$ cat config.mk
export PLATFORM = sky130hd
export DESIGN_NAME = fifo_stream_drain_flat
export DESIGN_NICKNAME = d
export VERILOG_FILES = /design/src/rtl/fifo_stream_drain_if.sv /design/src/rtl/fifo_stream_drain.sv /design/src/flat_wrapper.sv
export SDC_FILE = /design/constraint.sdc
export NUM_CORES = 1
export LEC_CHECK = 0
export CAP_MARGIN = 20
export CELL_PAD_IN_SITES_DETAIL_PLACEMENT = 0
export CELL_PAD_IN_SITES_GLOBAL_PLACEMENT = 1
export CORE_MARGIN = 1
export CORE_UTILIZATION = 50
export DETAILED_ROUTE_END_ITERATION = 7
export DONT_BUFFER_PORTS = 1
export GPL_TIMING_DRIVEN = 0
export PLACE_DENSITY = 0.83
export SKIP_LAST_GASP = 1
export SYNTH_ARGS = -nofsm -noshare
export SYNTH_HDL_FRONTEND = slang
export SYNTH_SLANG_ARGS = --single-unit
$ cat constraint.sdc
create_clock -name clk -period 3.7 [get_ports clk]
set_input_delay 0.555 -clock clk [delete_from_list [all_inputs] [get_ports clk]]
set_output_delay 0.555 -clock clk [all_outputs]
set_load 0.005 [all_outputs]
$ cat src/rtl/fifo_stream_drain_if.sv
// Signal bundle between the FIFO read port, the drain controls and the valid/ready stream sink.
// The master modport is the drain's view; slave is the environment's view.
interface fifo_stream_drain_if #(
  parameter int WIDTH = 32
);
  logic [WIDTH-1:0] fifo_d_out;
  logic             fifo_empty;
  logic             fifo_r_enb;
  logic             en;
  logic [WIDTH-1:0] m_data;
  logic             m_valid;
  logic             m_ready;
  logic             m_last;
  logic             idle;

  modport master (
    input  fifo_d_out, fifo_empty, en, m_ready,
    output fifo_r_enb, m_data, m_valid, m_last, idle
  );

  modport slave (
    output fifo_d_out, fifo_empty, en, m_ready,
    input  fifo_r_enb, m_data, m_valid, m_last, idle
  );
endinterface

$ cat src/rtl/fifo_stream_drain.sv
// FIFO read-side drain: issues reads, absorbs the 1-cycle read latency in a 3-entry skid
// buffer and presents the words as a valid/ready stream with burst framing on m_last.
module fifo_stream_drain #(
  parameter int WIDTH     = 32,
  parameter int BURST_LEN = 16
) (
  input  logic                 clk,
  input  logic                 reset,
  fifo_stream_drain_if.master  bus
);

  localparam int          DEPTH     = 3;
  localparam logic [15:0] LAST_BEAT = 16'(BURST_LEN - 1);

  function automatic logic [1:0] idx_next(input logic [1:0] idx);
    case (idx)
      2'd0:    return 2'd1;
      2'd1:    return 2'd2;
      default: return 2'd0;
    endcase
  endfunction

  logic [WIDTH-1:0] buf_q [DEPTH];
  logic [WIDTH-1:0] buf_d [DEPTH];
  logic [1:0]       rd_q, rd_d;
  logic [1:0]       wr_q, wr_d;
  logic [1:0]       occ_q, occ_d;
  logic             inflight_q, inflight_d;
  logic [15:0]      beat_cnt_q, beat_cnt_d;

  logic             r_enb_s;
  logic             valid_s;
  logic             push_s;
  logic             pop_s;
  logic [WIDTH-1:0] head_s;

  // Read issue: only reads that still fit (buffered + in flight < 3); never looks at m_ready.
  always_comb begin
    r_enb_s = 1'b0;
    if (!reset && bus.en && !bus.fifo_empty &&
        (({1'b0, occ_q} + {2'b00, inflight_q}) < 3'd3)) begin
      r_enb_s = 1'b1;
    end else begin
      r_enb_s = 1'b0;
    end
  end

  // Next-state: capture the in-flight word at the tail, pop the head on handshake.
  always_comb begin
    valid_s    = (occ_q != 2'd0);
    pop_s      = valid_s && bus.m_ready;
    push_s     = inflight_q;
    inflight_d = r_enb_s;

    for (int i = 0; i < DEPTH; i++) begin
      if (push_s && (wr_q == 2'(i))) begin
        buf_d[i] = bus.fifo_d_out;
      end else begin
        buf_d[i] = buf_q[i];
      end
    end

    if (push_s) begin
      wr_d = idx_next(wr_q);
    end else begin
      wr_d = wr_q;
    end

    if (pop_s) begin
      rd_d = idx_next(rd_q);
    end else begin
      rd_d = rd_q;
    end

    case ({push_s, pop_s})
      2'b10:   occ_d = occ_q + 2'd1;
      2'b01:   occ_d = occ_q - 2'd1;
      default: occ_d = occ_q;
    endcase

    if (pop_s) begin
      if (beat_cnt_q == LAST_BEAT) begin
        beat_cnt_d = 16'd0;
      end else begin
        beat_cnt_d = beat_cnt_q + 16'd1;
      end
    end else begin
      beat_cnt_d = beat_cnt_q;
    end
  end

  // Head-of-buffer mux for the stream data.
  always_comb begin
    case (rd_q)
      2'd0:    head_s = buf_q[0];
      2'd1:    head_s = buf_q[1];
      2'd2:    head_s = buf_q[2];
      default: head_s = {WIDTH{1'b0}};
    endcase
  end

  // State registers; reset also zeroes the storage so m_data reads 0 afterwards.
  always_ff @(posedge clk) begin
    if (reset) begin
      for (int i = 0; i < DEPTH; i++) begin
        buf_q[i] <= {WIDTH{1'b0}};
      end
      rd_q       <= 2'd0;
      wr_q       <= 2'd0;
      occ_q      <= 2'd0;
      inflight_q <= 1'b0;
      beat_cnt_q <= 16'd0;
    end else begin
      for (int i = 0; i < DEPTH; i++) begin
        buf_q[i] <= buf_d[i];
      end
      rd_q       <= rd_d;
      wr_q       <= wr_d;
      occ_q      <= occ_d;
      inflight_q <= inflight_d;
      beat_cnt_q <= beat_cnt_d;
    end
  end

  assign bus.fifo_r_enb = r_enb_s;
  assign bus.m_valid    = valid_s;
  assign bus.m_data     = head_s;
  assign bus.m_last     = valid_s && (beat_cnt_q == LAST_BEAT);
  assign bus.idle       = (occ_q == 2'd0) && !inflight_q;

endmodule
$ cat src/flat_wrapper.sv
// flat-port wrapper written by rule: the top's interface ports become plain ports
module fifo_stream_drain_flat 
#(
  parameter int WIDTH     = 32,
  parameter int BURST_LEN = 16
)
  (clk, reset, bus_fifo_d_out, bus_fifo_empty, bus_en, bus_m_ready, bus_fifo_r_enb, bus_m_data, bus_m_valid, bus_m_last, bus_idle);
  fifo_stream_drain_if #(.WIDTH(WIDTH)) bus_i ();
  input  logic clk;
  input  logic reset;
  input wire logic [$bits(bus_i.fifo_d_out)-1:0] bus_fifo_d_out;
  input wire logic [$bits(bus_i.fifo_empty)-1:0] bus_fifo_empty;
  input wire logic [$bits(bus_i.en)-1:0] bus_en;
  input wire logic [$bits(bus_i.m_ready)-1:0] bus_m_ready;
  output wire logic [$bits(bus_i.fifo_r_enb)-1:0] bus_fifo_r_enb;
  output wire logic [$bits(bus_i.m_data)-1:0] bus_m_data;
  output wire logic [$bits(bus_i.m_valid)-1:0] bus_m_valid;
  output wire logic [$bits(bus_i.m_last)-1:0] bus_m_last;
  output wire logic [$bits(bus_i.idle)-1:0] bus_idle;
  assign bus_i.fifo_d_out = bus_fifo_d_out;
  assign bus_i.fifo_empty = bus_fifo_empty;
  assign bus_i.en = bus_en;
  assign bus_i.m_ready = bus_m_ready;
  assign bus_fifo_r_enb = bus_i.fifo_r_enb;
  assign bus_m_data = bus_i.m_data;
  assign bus_m_valid = bus_i.m_valid;
  assign bus_m_last = bus_i.m_last;
  assign bus_idle = bus_i.idle;
  fifo_stream_drain #(.WIDTH(WIDTH), .BURST_LEN(BURST_LEN)) u_core (.clk(clk), .reset(reset), .bus(bus_i));
endmodule
==> flow_summary.ini <==
[route]
wl_per_cell_um = 17.02
vias_per_cell = 5.481
wirelength_mm = 13.87
drc = 0
drtPass1Iterations = 5
drt-initial-drc-count = 194
vias = 4467
ant_nets = 0

[die]
die-area_um2 = 10530
coreArea_um2 = 9774
dieWidth_um = 102.6
fp-row-count = 36
fp.dieH_um = 102.6
start_util = 0.5178
io_pins = 73

[pwr]
p_per_area_nw_per_um2 = 527.2
p_int_mw = 2.325
ir_drop_v = 0.0003301
pwr-share-clk = 0.493
power.switching_uw = 713.5
p_sw_frac = 0.2348
seq_power_share = 0.439
leakage_nw = 1.801
combPwrFrac = 0.067

[sta]
setup_viol = 0
rsz0062_at_grt = false
slew-limit-headroom = 0.4580
tightest_slew_ps = 812.9
finalWorstPathRequiredPeriod_ps = 2854
skew_ps = 7.511
period_share = 0.7712
drv_slew = 0
finalHoldViolations = 0
finalSetupTns_ps = 0
fmax_mhz = 350.4

[critical_path]
r2r_setup_slack_ps = 1710
cp-end-kind = primary output
worstSetupPathType = flip-flop to primary output
critPathCapture = bus_m_data[6]
reg2reg_depth = 6
r2r_end = u_core.beat_cnt_q[7]
crit_fanout = 10
critical_path_required_ps = 3140
critPathLaunchType = flip-flop
arrival_ps = 2300
r2r-start = u_core.beat_cnt_q[0]
worstSetupStartpoint = u_core.rd_q[0]

[synth]
seq_area_frac_synth = 0.4707
syn_area_per_cell_um2 = 7.739
synth_cell_types = 39
synth_cells = 654
synth_fp_nets = 695
ys_ff_latch = 119
syn_area_um2 = 5061
ys_warn_count = 0

[cts]
cts_buffers = 17
cts_root_buf = clkbuf_8
post_cts_buffers = 0
holdBufCountCts = 0
clk_latency_ps = 520
htree_levels = 4
cts.repair.resized = 0
clockBufferDepth = 2
cts.sinks = 119
cts_tree = built
clk_pin_slew_ps = 50

[outcome]
status = completed

[global_routing]
grt_max_degree = 17
grt_pass1_vias = 4177
grtUsageMet1 = 0.3515
grt.busiest_layer = met2
track_usage = 0.2776
antenna_found_initial = 0
grt_use_met3 = 0.07525
grt_use_met2 = 0.4487
grt_overflow_total = 0
grt_pass1_wl_mm = 21.41

[min_path]
hold_start = bus_fifo_d_out[6]
worstHoldPathType = primary input to flip-flop

[finish]
mostFrequentLayoutCell = nand2_1
layout_common_cells = nand2_1, dfxtp_1, a21oi_1
antenna_cells_inserted = 0
syn2layout_area_growth_pct = 13.87
drive_gt1_frac = 0.06305
utilization = 0.5896
nNetsFinal = 714

[placed_design]
port_buffers = 0
place_hpwl_mm = 9.167
gp_congestion = 0.8478

[flow_run]
timing.max_cap.violations = 0
flip-flops by register name, summed over array words and instances (netlist names):
| name | count |
|---|---|
| u_core.beat_cnt_q | 16 |
| u_core.buf_q | 96 |
| u_core.rd_q | 2 |
| u_core.wr_q | 2 |
| u_core.occ_q | 2 |
| u_core.inflight_q | 1 |
layer usage:
metal / vias up / routed length [um]
li1: 2211 / -
met4: 0 / 157
met5: - / 0
met1: 2105 / 6025
met3: 13 / 1038
met2: 138 / 6647
synth_stat cells:
library cell  number  area, um2
ha_1               4      50.05
and3_1             1      6.260
or4b_2             1      10.01
nor3b_2            1      12.51
nand3b_1           1      7.510
nor3_2             1      10.01
nand3_4            1      17.52
o21ai_2            1      8.760
o41ai_1            1      8.760
o21ai_0           33      165.2
nand4_1            3      18.77
and4_1             1      8.760
nor2_1            17      63.81
inv_1              3      11.26
xor2_1             3      26.28
or2_2              2      12.51
o2111ai_4          1      26.28
buf_4              1      7.510
inv_2              1      3.750
o21bai_1           1      7.510
buf_6              1      11.26
a31oi_1            1      6.260
or3_1              2      12.51
nand4b_1           1      8.760
or3b_1             1      8.760
nor3_4             1      16.27
nand2_1          236      885.9
buf_2              4      20.02
dfxtp_1          119       2382
clkbuf_1          38      142.6
nor3_1             6      30.03
clkbuf_2           1      5.000
mux2i_1           34      340.3
nor4_1             8      50.05
nand3_1            3      15.01
xnor2_1           11      96.34
a21oi_1          106      530.5
nor2b_1            2      12.51
buf_1              1      3.750
logic make-up (layout without fill, tap and decap cells):
logic type	after synthesis	count (layout)	synth area share
AOI/OAI and AO/OA	144	144	0.1488
DFF	119	119	0.4707
and+or+nand+nor	289	289	0.2386
buffers and inverters	50	78	0.04054
muxes	34	34	0.06724
adders and majority gates	4	4	0.009889
xor gates and xnor gates	14	14	0.02423
worst min-delay path by stage:
stage | cells after the start | slack (ps) | to
after floorplan | 2 | 440 | u_core.buf_q[0][0]
after global placement | 2 | 440 | u_core.buf_q[0][16]
after detailed placement | 2 | 450 | u_core.buf_q[0][13]
after CTS | 2 | 150 | u_core.buf_q[0][40]
after global routing | 2 | 150 | u_core.buf_q[0][56]
final | 2 | 160 | u_core.buf_q[0][38]
worst max-delay path: stages, from the launching register on:
cell and delay, ps:
dfxtp_1 460, nor2b_1 160, clkbuf_1 250, clkbuf_1 660, nand2_1 100, o21ai_0 150
power groups by stage:
stage	Sequential (mW)	Clock [mW]	Combinational, mW
after floorplan	1.35	0	0.138
after global placement	1.36	0	0.203
after detailed placement	1.36	0	0.207
after CTS	1.33	1.52	0.207
after global routing	1.34	1.59	0.225
final	1.33	1.50	0.205
area by class of cell:
type,instances,area (um2)
Fill cell,949,4011
Multi-Input combinational cell,485,2474
Sequential cell,119,2382
Clock buffer,24,490.5
Buffer,46,190.2
Tap cell,133,166.4
Clock inverter,4,45.04
Inverter,4,15.01
metrics by stage:
step	instance area, um2	worst slack (ps)	power (mW)	hold slack, ps	std cells
after global routing	5763	659.3	3.153	147.0	815
after global placement	5228	1415	1.562	441.0	787
final	5763	846.5	3.038	165.0	815
after CTS	5763	842.0	3.062	148.8	815
after detailed placement	5228	1403	1.567	445.6	787
after floorplan	5061	1630	1.493	435.7	654
Power figures use the tool's default switching activity.
